$ cat src/rtl/ixc_assign_pkg.sv
// Shared definitions for the parametrised elastic assign pipe.
// Latency: n/a (types, constants and elaboration helpers only).
// Backpressure: n/a.
package ixc_assign_pkg;

  // Deepest retimed assign the template library instantiates.
  localparam int MAX_DEPTH = 16;

  // Occupancy counter width: enough bits for 0..depth, never narrower than 1.
  function automatic int occ_width(input int depth);
    int w;
    w = $clog2(depth + 1);
    return (w < 1) ? 1 : w;
  endfunction

  // Legal parameter combination for ixc_assign_pipe.
  function automatic bit params_ok(input int width, input int depth);
    return (width >= 1) && (depth >= 0) && (depth <= MAX_DEPTH);
  endfunction

endpackage

$ cat src/rtl/ixc_assign_stage.sv
// One elastic register stage (valid/ready skid-free pipeline register).
// Latency: 1 cycle from in_* handshake to out_valid.
// Backpressure: in_ready = (empty | out_ready) & ~flush, combinational from out_ready.
//
// Ports: clk, rst_n (async active-low); in_valid/in_ready/in_data upstream side;
//        out_valid/out_ready/out_data downstream side; flush clears the valid bit.
module ixc_assign_stage
  import ixc_assign_pkg::*;
#(
  parameter int               WIDTH      = 11,
  parameter logic [WIDTH-1:0] RESET_DATA = '0
) (
  input  logic             clk,
  input  logic             rst_n,
  input  logic             in_valid,
  output logic             in_ready,
  input  logic [WIDTH-1:0] in_data,
  output logic             out_valid,
  input  logic             out_ready,
  output logic [WIDTH-1:0] out_data,
  input  logic             flush
);

  logic             valid_q;
  logic [WIDTH-1:0] data_q;
  logic             in_fire;

  assign in_ready = (~valid_q | out_ready) & ~flush;
  assign in_fire  = in_valid & in_ready;

  always_ff @(posedge clk or negedge rst_n) begin
    if (!rst_n) begin
      valid_q <= 1'b0;
      data_q  <= RESET_DATA;
    end else begin
      if (flush) begin
        valid_q <= 1'b0;
      end else if (in_fire) begin
        valid_q <= 1'b1;
      end else if (out_ready) begin
        valid_q <= 1'b0;
      end
      // Data only moves on an accepted word, so an empty last stage never
      // disturbs L between words.
      if (in_fire) begin
        data_q <= in_data;
      end
    end
  end

  // out_valid is the raw held bit; the top gates the final l_valid with flush
  // so occupancy still reports held words during the flush cycle.
  assign out_valid = valid_q;
  assign out_data  = data_q;

endmodule

$ cat src/rtl/ixc_assign_pipe.sv
// Parametrised assign R -> L through DEPTH elastic stages (DEPTH=0: plain wire).
// Latency: DEPTH cycles R to L; full throughput of one word per cycle.
// Backpressure: l_ready ripples combinationally back to r_ready; flush forces both sides idle.
//
// Ports: clk, rst_n (async active-low); R/r_valid/r_ready input side;
//        L/l_valid/l_ready output side; flush (sync discard); occupancy (valid stage count).
module ixc_assign_pipe
  import ixc_assign_pkg::*;
#(
  parameter int               WIDTH      = 11,
  parameter int               DEPTH      = 2,
  parameter logic [WIDTH-1:0] RESET_DATA = '0,
  localparam int              CW         = occ_width(DEPTH)
) (
  input  logic             clk,
  input  logic             rst_n,
  input  logic [WIDTH-1:0] R,
  input  logic             r_valid,
  output logic             r_ready,
  output logic [WIDTH-1:0] L,
  output logic             l_valid,
  input  logic             l_ready,
  input  logic             flush,
  output logic [CW-1:0]    occupancy
);

  if (!params_ok(WIDTH, DEPTH)) begin : g_bad_params
    $error("ixc_assign_pipe: WIDTH must be >= 1 and DEPTH in 0..%0d", MAX_DEPTH);
  end

  if (DEPTH == 0) begin : g_bypass
    // Pure combinational assign; clock and reset are intentionally unused.
    logic unused_clk_rst;
    assign unused_clk_rst = clk ^ rst_n;

    assign L         = R;
    assign l_valid   = r_valid & ~flush;
    assign r_ready   = l_ready & ~flush;
    assign occupancy = '0;
  end else begin : g_pipe
    // Index k is the link feeding stage k; index DEPTH is the output link.
    logic [DEPTH:0]   vld;
    logic [DEPTH:0]   rdy;
    logic [WIDTH-1:0] dat [DEPTH+1];
    logic [CW-1:0]    occ_sum;

    assign vld[0]     = r_valid;
    assign dat[0]     = R;
    assign r_ready    = rdy[0];
    assign rdy[DEPTH] = l_ready;

    for (genvar k = 0; k < DEPTH; k++) begin : g_stage
      ixc_assign_stage #(
        .WIDTH      (WIDTH),
        .RESET_DATA (RESET_DATA)
      ) u_stage (
        .clk       (clk),
        .rst_n     (rst_n),
        .in_valid  (vld[k]),
        .in_ready  (rdy[k]),
        .in_data   (dat[k]),
        .out_valid (vld[k+1]),
        .out_ready (rdy[k+1]),
        .out_data  (dat[k+1]),
        .flush     (flush)
      );
    end

    assign L       = dat[DEPTH];
    assign l_valid = vld[DEPTH] & ~flush;

    // Popcount of the stage valid flops; tracks held words exactly.
    always_comb begin
      occ_sum = '0;
      for (int k = 1; k <= DEPTH; k++) begin
        occ_sum = occ_sum + CW'(vld[k]);
      end
    end

    assign occupancy = occ_sum;
  end

endmodule

$ cat config.mk
export PLATFORM = sky130hd
export DESIGN_NAME = ixc_assign_pipe
export DESIGN_NICKNAME = d
export VERILOG_FILES = /design/src/rtl/ixc_assign_pkg.sv /design/src/rtl/ixc_assign_stage.sv /design/src/rtl/ixc_assign_pipe.sv
export SDC_FILE = /design/constraint.sdc
export NUM_CORES = 1
export LEC_CHECK = 0
export BUFFER_PORTS_ARGS = -buffer_cell sky130_fd_sc_hd__buf_2
export CAP_MARGIN = 25
export CORE_MARGIN = 1
export CORE_UTILIZATION = 48
export DETAILED_ROUTE_END_ITERATION = 10
export GPL_TIMING_DRIVEN = 0
export PLACE_DENSITY = 0.72
export SYNTH_ARGS = -nofsm -noshare
export SYNTH_HDL_FRONTEND = slang
export SYNTH_SLANG_ARGS = --single-unit
$ cat constraint.sdc
create_clock -name clk -period 2.1 [get_ports clk]
set_input_delay 0.42 -clock clk [delete_from_list [all_inputs] [get_ports clk]]
set_output_delay 0.42 -clock clk [all_outputs]
set_load 0.01 [all_outputs]
[Yosys cells after proc, flatten, opt, wreduce, memory -nomap -nowiden]
Index checks and enable logic that the tools add are counted.
Cells by class
  multipliers: 0
  equal/unequal tests: 0
  add/sub/neg operators: 1
  multiplexer cells: 6
  shifts and indexed selects: 0
  bitwise operators: 10
  magnitude comparators: 0
  reduce and logical (&&, ||, !) cells: 2
  divide/modulo/power cells: 0
Operators by type and width (count)
  2-to-1 mux 1 bit: 6
  nonzero test 3 bit: 2
  bitwise AND 1 bit: 5
  NOT 1 bit: 3
  adder 1 x 1 -> 2 bit: 1
  OR 1 bit: 2
Storage, ports and cells
  memories kept: 0
  word-level logic and storage cells: 23
  memory bits (writable): 0
  flip-flop bits (word level): 24
  bits in latches: 0
  input port bits: 16
  ROM bits: 0

[Longest topological paths before layout]
Gate-level depths: netlist of run 1.
  depth in word-level cells: 8
  gate-level depth with buffers: 4
  depth with buffers taken out: 3

[Cells and area by module]
From an unflattened synthesis of run 1, not the netlist that was laid out.
Second synthesis, totals
  cell total of the unflattened synthesis: 60
  area, all modules: 972.2 um^2
By module, submodules not included
  ixc_assign_stage: cells each 29, times used 2, seq. area each 300.3 um^2, area each 473.0 um^2
  ixc_assign_pipe: cells each 2, times used 1, seq. area each 0.0 um^2, area each 26.3 um^2

[Least setup slack after synthesis of run 1]
OpenSTA, ideal clock, no wires.
  path type: input port to flip-flop
  start point: input l_ready
  end point: register g_pipe.g_stage[0].u_stage.data_q[10]
  setup slack: 559 ps
  setup time: 125 ps
  data arrival time: 1416 ps
  stages on the path: 4
  path buffers: 1
  cells stage by stage: and3b_1 or3b_4 buf_6 mux2_4
Between the ends
  longest elaborated chain between the ends: 5
RTL lines
  from (decl): line ixc_assign_pipe.sv:22  | input logic l_ready,
  OR 1 bit: line ixc_assign_stage.sv:28  | assign in_ready = (~valid_q | out_ready) & ~flush;
  bitwise AND 1 bit: line ixc_assign_stage.sv:28
  OR 1 bit: line ixc_assign_stage.sv:28
  bitwise AND 1 bit: line ixc_assign_stage.sv:28
  bitwise AND 1 bit: line ixc_assign_stage.sv:29  | assign in_fire = in_valid & in_ready;
  to (signal assigned): line ixc_assign_stage.sv:46  | data_q <= in_data;
  to (decl): line ixc_assign_stage.sv:25  | logic [WIDTH-1:0] data_q;
Every way passes these cells.
A chain may end at the register's enable or synchronous reset.

[Worst setup path after layout of run 1]
  start point: register g_pipe.g_stage[1].u_stage.valid_q
  end point: register g_pipe.g_stage[1].u_stage.data_q[0]
Between the ends
  longest elaborated chain between the ends: 4
RTL lines
  from (decl): line ixc_assign_stage.sv:24  | logic valid_q;
  from (signal assigned): line ixc_assign_stage.sv:33  | valid_q <= 1'b0;
  from (signal assigned): line ixc_assign_stage.sv:37  | valid_q <= 1'b0;
  from (signal assigned): line ixc_assign_stage.sv:39  | valid_q <= 1'b1;
  NOT 1 bit: line ixc_assign_stage.sv:28
  OR 1 bit: line ixc_assign_stage.sv:28
  bitwise AND 1 bit: line ixc_assign_stage.sv:28
  bitwise AND 1 bit: line ixc_assign_stage.sv:29
  to (signal assigned): line ixc_assign_stage.sv:46
  to (decl): line ixc_assign_stage.sv:25
Every way passes these cells.

==> results.ini, run 1 <==
[yosys]
synth_top_area_share_pct = 56.8
yosysWarningCount = 0
yosys.area_share.simple_pct = 5.68
ys_types = 13
yosysSeqAreaShare_pct = 56.8
syn_inst = 70
yosys.area_share.adder_pct = 1.18
syn_avg_cell_area_um2 = 15.1
synthFlopType = dfrtp_1
ys_ff_latch = 24
synth_area_leaders = dfrtp_1 (57%), mux2_4 (14%), mux2_2 (13%)
synth.area.mux_share_pct = 27.0
synth-xor-area-share_pct = 0
synth-compound-area-share_pct = 0
synth_top_family_by_area = multiplexers
synth_top_area_cell = dfrtp_1
synth_common_cells = dfrtp_1 (24), mux2_2 (12), buf_4 (11), mux2_4 (10), nor2_1 (5)
synth_edf_count = 0
synth_area_mm2 = 0.00106
async_flop_share_pct = 100
synth_nets = 87
synth.most_common_cell = dfrtp_1

[clock_tree]
clk_pin_slew_worst_paths_ps = 120
root_buffer = clkbuf_4
cts_buffer_depth = 2
cts_hold_buf = 0
tritoncts = built
cts.htree.levels = 1
cts.sink_count = 24
clk_latency_ps = 310
cts_setup_buffers = 0
cts_buffers = 3
cts_resized = 0

[drt]
final_antenna_net_count = 0
dr.pass1.iters = 2
vias_per_cell = 4.60
wl_per_cell_um = 12.2
drc = 0
routed_wl_um = 1600
vias = 603
drt_iter0_drc = 6

[global_route]
grt_pass1_wl_um = 2690
grt_pass1_vias = 616
grt-ovfl-total = 0
antenna_found_initial = 0
grt_max_degree = 25
grt_usage_pct = 15.5

[run]
cap_violations = 0

[min_path]
holdCritPathClass = input pin to async pin

[timing]
maxSlewHeadroom_pct = 66.1
fmax_mhz = 596
fin_crit_sh_pct = 79.9
finalHoldViolations = 0
drv_slew = 0
fin_setup_tns_ps = 0
skew_ps = 4.40
finalSetupViolCount = 0
worstMarginPinSlew_ps = 509
rsz0062_at_grt = false
fin_crit_ps = 1680

[die]
die_area_mm2 = 0.00239
ioPinCount = 31
fp.coreArea_mm2 = 0.00202
fp-row-count = 16
start_util_pct = 52.3
dieWidth_um = 48.9
die_y_um = 48.9

[setup_path]
end_kind = register
cp-start-kind = register
worst-setup-path-type = register to register
required_ps = 2310
worstPathArrival_ps = 1880
critical_path.max_fanout = 10

[outcome]
outcome = complete, no violations

[placed_design]
hpwl_um = 1200
routabilityCongestion = 0.670
io_buffers = 30
placed_area_mm2 = 0.00124

[layout]
stdcell_area_mm2 = 0.00128
antenna_cells = 0
nNetsFinal = 122
areaGrowthSynthToFinish_pct = 20.8
fin_util_pct = 63.2
drive_gt1_share_pct = 67.3

[power_and_ir_drop]
worst_ir_drop_vdd_v = 0.000586
p_per_area_mw_per_mm2 = 933
power_leakage_uw = 0.000671

layout by cell type (no fill, tap or decap):
| cell type | count |
|---|---|
| nor3b_1 | 1 |
| clkbuf_8 | 1 |
| buf_2 | 31 |
| or3b_4 | 1 |
| and2b_1 | 1 |
| clkbuf_4 | 3 |
| dfrtp_1 | 24 |
| nor2b_1 | 1 |
| ha_1 | 1 |
| mux2_4 | 10 |
| and3b_1 | 1 |
| buf_6 | 1 |
| nor2_1 | 5 |
| mux2_2 | 12 |
| buf_4 | 11 |
cells by family (layout without fill, tap and decap cells):
group,count (synthesis),in the layout
flip-flops,24,24
AND/OR/NAND/NOR,10,10
adder cells (fa/ha/maj),1,1
buffers and inverters,13,47
multiplexers,22,22
stage by stage:
step                instances  total power [uW]  worst slack (ps)  hold WS [ps]
floorplan                  70               858               559           124
global placement          127               958               334           418
detailed placement        127               973               336           425
CTS                       131              1210               423          68.6
global route              131              1270               313          68.0
finish                    131              1190               422          56.2
cell type report:
cell class	instances	area, um2
plain buffers	13	98.8
well taps	27	33.8
multi-input cells	33	358
fillers	174	744
clock buffers	4	36.3
repair buffers	30	150
flip-flops and latches	24	601
report_power, final:
group          total, uW  internal, uW  switching, uW
registers            608           559           48.2
clock network        236           106            130
logic                348           228            120
total               1190           894            298
path summary, 6_finish.rpt:
| path | from | to | slack (ps) | depth (start not counted) |
|---|---|---|---|---|
| worst min register to register | g_pipe.g_stage[1].u_stage.out_data[5] | g_pipe.g_stage[1].u_stage.out_data[5] | 520 | 1 |
| max in group asynchronous | rst_n | g_pipe.g_stage[0].u_stage.out_data[0] | 1700 | 1 |
| min in group clk | R[8] | g_pipe.g_stage[0].u_stage.out_data[8] | 330 | 2 |
| worst min-delay path | rst_n | g_pipe.g_stage[0].u_stage.out_data[3] | 60 | 1 |
| worst max register to register | g_pipe.g_stage[1].u_stage.out_valid | g_pipe.g_stage[1].u_stage.out_data[0] | 420 | 4 |
| worst max-delay path | g_pipe.g_stage[1].u_stage.out_valid | g_pipe.g_stage[1].u_stage.out_data[0] | 420 | 4 |
registers in the layout, indices dropped and copies added (netlist names):
name,flops
g_pipe.g_stage.u_stage.out_data,22
g_pipe.g_stage.u_stage.out_valid,2
layer usage:
| layer | global-route usage (%) | share of wire, % |
|---|---|---|
| met1 | 17.6 | 44 |
| met2 | 26.9 | 50 |
| met3 | 7.17 | 5.6 |
| met4 | 2.94 | 0.50 |
| met5 | 0 | 0 |
worst max-delay path, stage by stage, from the launching register on:
cell and delay (ps):
dfrtp_1 430, and2b_1 180, nor3b_1 280, buf_2 320, mux2_2 370
Note: power is estimated with default switching activity, not from simulation.
==> run 2: changes to the inputs <==
- clock period: 2.1 -> 1.7 ns (I/O delays scaled with it)
==> run 2 against run 1 <==
Critical path depth stayed put. Hold slack better by 190 ps. Utilization is 0.87 points higher. Via count is 0.83% higher. Count of clock-buffer cells in the layout stayed put. Worst setup slack worse by 330 ps. Wire length hardly changed. Sequential cell count stayed put.
==> results.ini, run 2 (synthesized netlist as in run 1, its figures left out) <==
[outcome]
outcome = complete, no violations  ; unchanged

[layout]
drive_gt1_share_pct = 67.6  ; was 67.3%
nNetsFinal = 123  ; was 122
final_cell_mix = buf_2 (30), dfrtp_1 (24), buf_4 (12), mux2_2 (12), mux2_4 (10)  ; was buf_2 (31), dfrtp_1 (24), mux2_2 (12)
largest_reg_flops = 22  ; unchanged
final_common_cell = buf_2  ; unchanged
antenna_cells = 0  ; unchanged
nFillCells = 172  ; was 174
fin_util_pct = 64.0  ; was 63.2%
areaGrowthSynthToFinish_pct = 22.5  ; was 20.8%

[setup_path]
required_ps = 1910  ; was 2310 ps
worstPathArrival_ps = 1820  ; was 1880 ps
rr_worst_depth = 4  ; unchanged
cp-start-kind = register  ; unchanged
critical_path.max_fanout = 10  ; unchanged
worst-setup-path-type = register to register  ; unchanged
end_kind = register  ; unchanged

[global_route]
grt_usage_pct = 15.6  ; was 15.5%
grt_max_degree = 25  ; unchanged
grt-ovfl-total = 0  ; unchanged
grt_pass1_vias = 618  ; was 616
grt_pass1_wl_um = 2690  ; unchanged
antenna_found_initial = 0  ; unchanged

[timing]
drv_slew = 0  ; unchanged
skew_ps = 5.50  ; was 4.40 ps
worstMarginPinSlew_ps = 522  ; was 509 ps
fmax_mhz = 620  ; was 596 MHz
fin_crit_ps = 1610  ; was 1680 ps
fin_crit_sh_pct = 94.9  ; was 79.9%
maxSlewHeadroom_pct = 65.2  ; was 66.1%
finalHoldViolations = 0  ; unchanged
fin_setup_tns_ps = 0  ; unchanged
rsz0062_at_grt = false  ; unchanged
finalSetupViolCount = 0  ; unchanged

[power_and_ir_drop]
worst_ir_drop_vdd_v = 0.000728  ; was 0.000586 V
p_per_area_mw_per_mm2 = 1140  ; was 933 mW/mm2
power_leakage_uw = 0.000677  ; was 0.000671 uW

[drt]
wl_per_cell_um = 12.1  ; was 12.2 um
vias = 608  ; was 603
wl_met1_um = 709  ; was 707 um
final_antenna_net_count = 0  ; unchanged
topRoutingLayerUsed = met4  ; unchanged
drc = 0  ; unchanged
wl_met3_um = 92  ; was 89 um
drt_iter0_drc = 4  ; was 6
dr.pass1.iters = 2  ; unchanged
vias_per_cell = 4.61  ; was 4.60
routed_wl_um = 1600  ; about the same
met2_length_um = 788  ; was 793 um

[clock_tree]
cts.sink_count = 24  ; unchanged
cts_buffers = 3  ; unchanged
cts.htree.levels = 1  ; unchanged
clk_latency_ps = 310  ; about the same
root_buffer = clkbuf_4  ; unchanged
cts_buffer_depth = 2  ; unchanged
clk_pin_slew_worst_paths_ps = 130  ; was 120 ps
tritoncts = built  ; unchanged
cts_setup_buffers = 0  ; unchanged

[die]
fp-row-count = 16  ; unchanged
die_y_um = 48.9  ; unchanged
ioPinCount = 31  ; unchanged
fp.coreArea_mm2 = 0.00202  ; unchanged
dieWidth_um = 48.9  ; unchanged
start_util_pct = 52.3  ; unchanged
die_area_mm2 = 0.00239  ; unchanged

[placed_design]
hpwl_um = 1200  ; unchanged
routabilityCongestion = 0.670  ; unchanged
io_buffers = 30  ; unchanged

[min_path]
holdCritPathClass = input pin to register  ; was input pin to async pin
min_delay_path_depth = 2

[run]
cap_violations = 0  ; unchanged

==> run 2: cell types whose count changed in the layout (fill, tap and decap cells not counted), sizes merged <==
cell / before / now
dlygate4sd3: 0 / 1
==> run 2: layout make-up <==
type / instances / area, um2 / area share (%)
well taps: 27 / 33.8 / 2.61
flip-flops and latches: 24 / 601 / 46.4
plain buffers: 13 / 101 / 7.83
multi-input cells: 33 / 363 / 28.0
repair buffers: 31 / 160 / 12.4
clock buffers: 4 / 36.3 / 2.80
==> run 2: stage by stage <==
| stage | area (um2) | power (uW) | cells | setup WS [ps] | hold slack [ps] |
|---|---|---|---|---|---|
| 5_1_grt | 1290 | 1570 | 132 | 26.7 | 221 |
| 3_5_place_dp | 1240 | 1200 | 127 | 15.7 | 345 |
| 2_1_floorplan | 1060 | 1060 | 70 | 180 | 44.4 |
| 3_3_place_gp | 1240 | 1180 | 127 | 13.8 | 338 |
| 4_1_cts | 1290 | 1500 | 132 | 23.5 | 237 |
| 6_report | 1290 | 1480 | 132 | 87.5 | 248 |
==> run 2: final timing paths <==
kind	from	to	slack, ps
max	g_pipe.g_stage[0].u_stage.out_valid	g_pipe.g_stage[0].u_stage.out_data[9]	90
max reg2reg	g_pipe.g_stage[0].u_stage.out_valid	g_pipe.g_stage[0].u_stage.out_data[9]	90
max in group asynchronous	rst_n	g_pipe.g_stage[0].u_stage.out_data[0]	830
min	R[8]	g_pipe.g_stage[0].u_stage.out_data[8]	250
min reg2reg	g_pipe.g_stage[1].u_stage.out_data[5]	g_pipe.g_stage[1].u_stage.out_data[5]	520
min in group asynchronous	rst_n	g_pipe.g_stage[1].u_stage.out_data[10]	520
==> run 2: per-layer routing <==
metal / GRT usage [%] / vias up
li1: - / 293
met1: 17.6 / 292
met2: 27.1 / 21
met3: 7.17 / 2
met4: 2.94 / 0
met5: 0 / -
==> run 2: power breakdown <==
part | internal, uW | switching, uW
logic | 284 | 149
registers | 691 | 59.8
clock network | 131 | 162
total | 1110 | 371
==> run 2: critical path, stage by stage, from the launching register on <==
cell	delay [ps]
dfrtp_1	420
and3b_1	220
or3b_4	390
buf_6	170
mux2_4	300
==> run 2: timing repair <==
item | in CTS | in global routing
hold buffers | 1 | 0
hold endpoints to repair | 24 | 0
setup endpoints to repair | 0 | 10
gates resized for setup | 0 | 3
==> run 3: changes to the inputs <==
- BUFFER_PORTS_ARGS: -buffer_cell sky130_fd_sc_hd__buf_2 -> not set
- DONT_BUFFER_PORTS: not set -> 1
- PLACE_DENSITY: 0.72 -> 0.6
==> run 3 against run 2 <==
Total power is 9.8% lower. Worst setup slack improved by 1.4 ps. Die area unchanged. Design area decreased by 11%. Wire length down 9.0%. Non-clock buffer count is 29 lower. Via count is 12% lower. Critical path depth unchanged. Hold slack worse by 160 ps. Critical path type unchanged. Largest cell class unchanged. Highest routed layer unchanged.
==> results.ini, run 3 (synthesized netlist as in run 1, its figures left out) <==
[drt]
drt_iter0_drc = 3  ; was 4
drc = 0  ; unchanged
final_antenna_net_count = 0  ; unchanged
vias_per_cell = 5.23  ; was 4.61
routed_wl_um = 1460  ; was 1600 um
wl_per_cell_um = 14.3  ; was 12.1 um
dr.pass1.iters = 2  ; unchanged
vias = 533  ; was 608

[global_route]
grt_pass1_wl_um = 2440  ; was 2690 um
antenna_found_initial = 0  ; unchanged
grt_pass1_vias = 531  ; was 618
grt-ovfl-total = 0  ; unchanged
grt_usage_pct = 14.0  ; was 15.6%
grt_max_degree = 25  ; unchanged

[die]
start_util_pct = 52.3  ; unchanged
die_area_mm2 = 0.00239  ; unchanged
ioPinCount = 31  ; unchanged
fp.coreArea_mm2 = 0.00202  ; unchanged
dieWidth_um = 48.9  ; unchanged
fp-row-count = 16  ; unchanged
die_y_um = 48.9  ; unchanged

[timing]
finalSetupViolCount = 0  ; unchanged
fin_crit_sh_pct = 94.8  ; was 94.9%
drv_slew = 0  ; unchanged
fin_ws_ps = 88.8  ; was 87.5 ps
fin_setup_tns_ps = 0  ; unchanged
maxSlewHeadroom_pct = 82.2  ; was 65.2%
rsz0062_at_grt = false  ; unchanged
skew_ps = 4.04  ; was 5.50 ps
fmax_mhz = 621  ; was 620 MHz
worstMarginPinSlew_ps = 266  ; was 522 ps
finalHoldViolations = 0  ; unchanged
fin_crit_ps = 1610  ; about the same

[layout]
ff_latch_area_um2 = 601  ; unchanged
nNetsFinal = 94  ; was 123
multi_input_area_um2 = 358  ; was 363 um2
final_common_cell = dfrtp_1  ; was buf_2
nFillCells = 160  ; was 172
areaGrowthSynthToFinish_pct = 8.88  ; was 22.5%
fin_util_pct = 56.9  ; was 64.0%
drive_gt1_share_pct = 53.3  ; was 67.6%
final_cell_mix = dfrtp_1 (24), buf_4 (12), mux2_2 (12)  ; was buf_2 (30), dfrtp_1 (24), buf_4 (12), mux2_2 (12), mux2_4 (10)
antenna_cells = 0  ; unchanged
largest_reg_flops = 22  ; unchanged

[setup_path]
critical_path.max_fanout = 10  ; unchanged
rr_endpoint = g_pipe.g_stage[0].u_stage.out_data[6]  ; was g_pipe.g_stage[0].u_stage.out_data[9]
end_kind = register  ; unchanged
rr_worst_depth = 4  ; unchanged
worst-setup-path-type = register to register  ; unchanged
reg2reg_slack_ps = 90  ; about the same
required_ps = 1890  ; was 1910 ps
r2r-start = g_pipe.g_stage[0].u_stage.out_valid  ; unchanged
cp-start-kind = register  ; unchanged
worstPathArrival_ps = 1800  ; was 1820 ps

[clock_tree]
clk_latency_ps = 300  ; was 310 ps
cts_buffer_depth = 2  ; unchanged
cts.sink_count = 24  ; unchanged
root_buffer = clkbuf_4  ; unchanged
clk_pin_slew_worst_paths_ps = 110  ; was 130 ps
tritoncts = built  ; unchanged
cts.htree.levels = 1  ; unchanged
cts_buffers = 3  ; unchanged

[min_path]
hp-start = flush  ; was R[8]
holdCritPathClass = input pin to register  ; unchanged
holdPathEnd = g_pipe.g_stage[0].u_stage.out_valid  ; was g_pipe.g_stage[0].u_stage.out_data[8]
min_delay_path_depth = 1  ; was 2

[power_and_ir_drop]
power_leakage_uw = 0.000557  ; was 0.000677 uW
p_per_area_mw_per_mm2 = 1160  ; was 1140 mW/mm2
p_comb_share_pct = 26.1  ; was 29.3%
power_uw = 1330  ; was 1480 uW
clkPwrFrac_pct = 17.4  ; was 19.8%
p_sw_share_pct = 25.0  ; was 25.1%
p_int_uw = 999  ; was 1110 uW
p_switching_uw = 333  ; was 371 uW
pwr-share-seq_pct = 56.4  ; was 50.8%
worst_ir_drop_vdd_v = 0.000547  ; was 0.000728 V

[placed_design]
routabilityCongestion = 0.638  ; was 0.670
hpwl_um = 1010  ; was 1200 um
pre_cts_ws_ps = 60.8  ; was 15.7 ps
io_buffers = 0  ; was 30

[outcome]
outcome = complete, no violations  ; unchanged

[run]
cap_violations = 0  ; unchanged

[run 3: cell count changes in the layout (fill, tap and decap cells not counted), sizes merged]
| cell | previous run | this run |
|---|---|---|
| buf | 43 | 13 |
[run 3: layout make-up]
class / instances / share of cell area, %
Timing Repair Buffer: 2 / 3.04
Tap cell: 27 / 2.93
Buffer: 13 / 8.80
Sequential cell: 24 / 52.2
Multi-Input combinational cell: 33 / 31.1
Clock buffer: 3 / 1.96
[run 3: critical path: stages, from the launching register on]
cell and delay [ps]:
dfrtp_1 430, and3b_1 220, or3b_4 390, buf_6 170
mux2_4 300
[run 3: power by group through the flow]
stage	combinational [uW]	clock (uW)	sequential, uW
after floorplan	313	0	746
after global placement	330	0	759
after detailed placement	335	0	766
after CTS	348	247	754
after global routing	378	268	770
final	348	232	752
[run 3: timing repair]
action | in CTS | in global routing
endpoints found under the hold margin | 24 | 0
hold buffers | 1 | 0
endpoints found under the setup margin | 0 | 10
buffers inserted | 0 | 0
gates resized for setup | 0 | 2
[run 3: routing by layer]
metal,share of wire [%],vias up,track usage [%]
met4,0.89,0,7.35
met2,47,18,20.6
li1,-,238,-
met1,45,275,18.1
met5,0,-,0
met3,6.3,2,4.67
[run 3: per-stage QoR]
step | instance area (um2) | cells | hold WS [ps]
2_1_floorplan | 1060 | 70 | 44.4
3_3_place_gp | 1090 | 97 | 44.9
3_5_place_dp | 1090 | 97 | 44.9
4_1_cts | 1120 | 101 | 72.3
5_1_grt | 1150 | 102 | 64.5
6_report | 1150 | 102 | 87.9
[run 3: worst max-delay path by stage]
stage / endpoint / slack, ps / from / cells past startpoint
2_1_floorplan: g_pipe.g_stage[0].u_stage.out_data[10] / 180 / g_pipe.g_stage[0].u_stage.out_valid / 4
5_1_grt: g_pipe.g_stage[1].u_stage.out_data[3] / 20 / g_pipe.g_stage[1].u_stage.out_valid / 4
3_3_place_gp: g_pipe.g_stage[1].u_stage.out_data[7] / 80 / g_pipe.g_stage[1].u_stage.out_valid / 4
4_1_cts: g_pipe.g_stage[1].u_stage.out_data[3] / 40 / g_pipe.g_stage[1].u_stage.out_valid / 4
6_report: g_pipe.g_stage[0].u_stage.out_data[6] / 90 / g_pipe.g_stage[0].u_stage.out_valid / 4
3_5_place_dp: g_pipe.g_stage[1].u_stage.out_data[3] / 60 / g_pipe.g_stage[1].u_stage.out_valid / 4
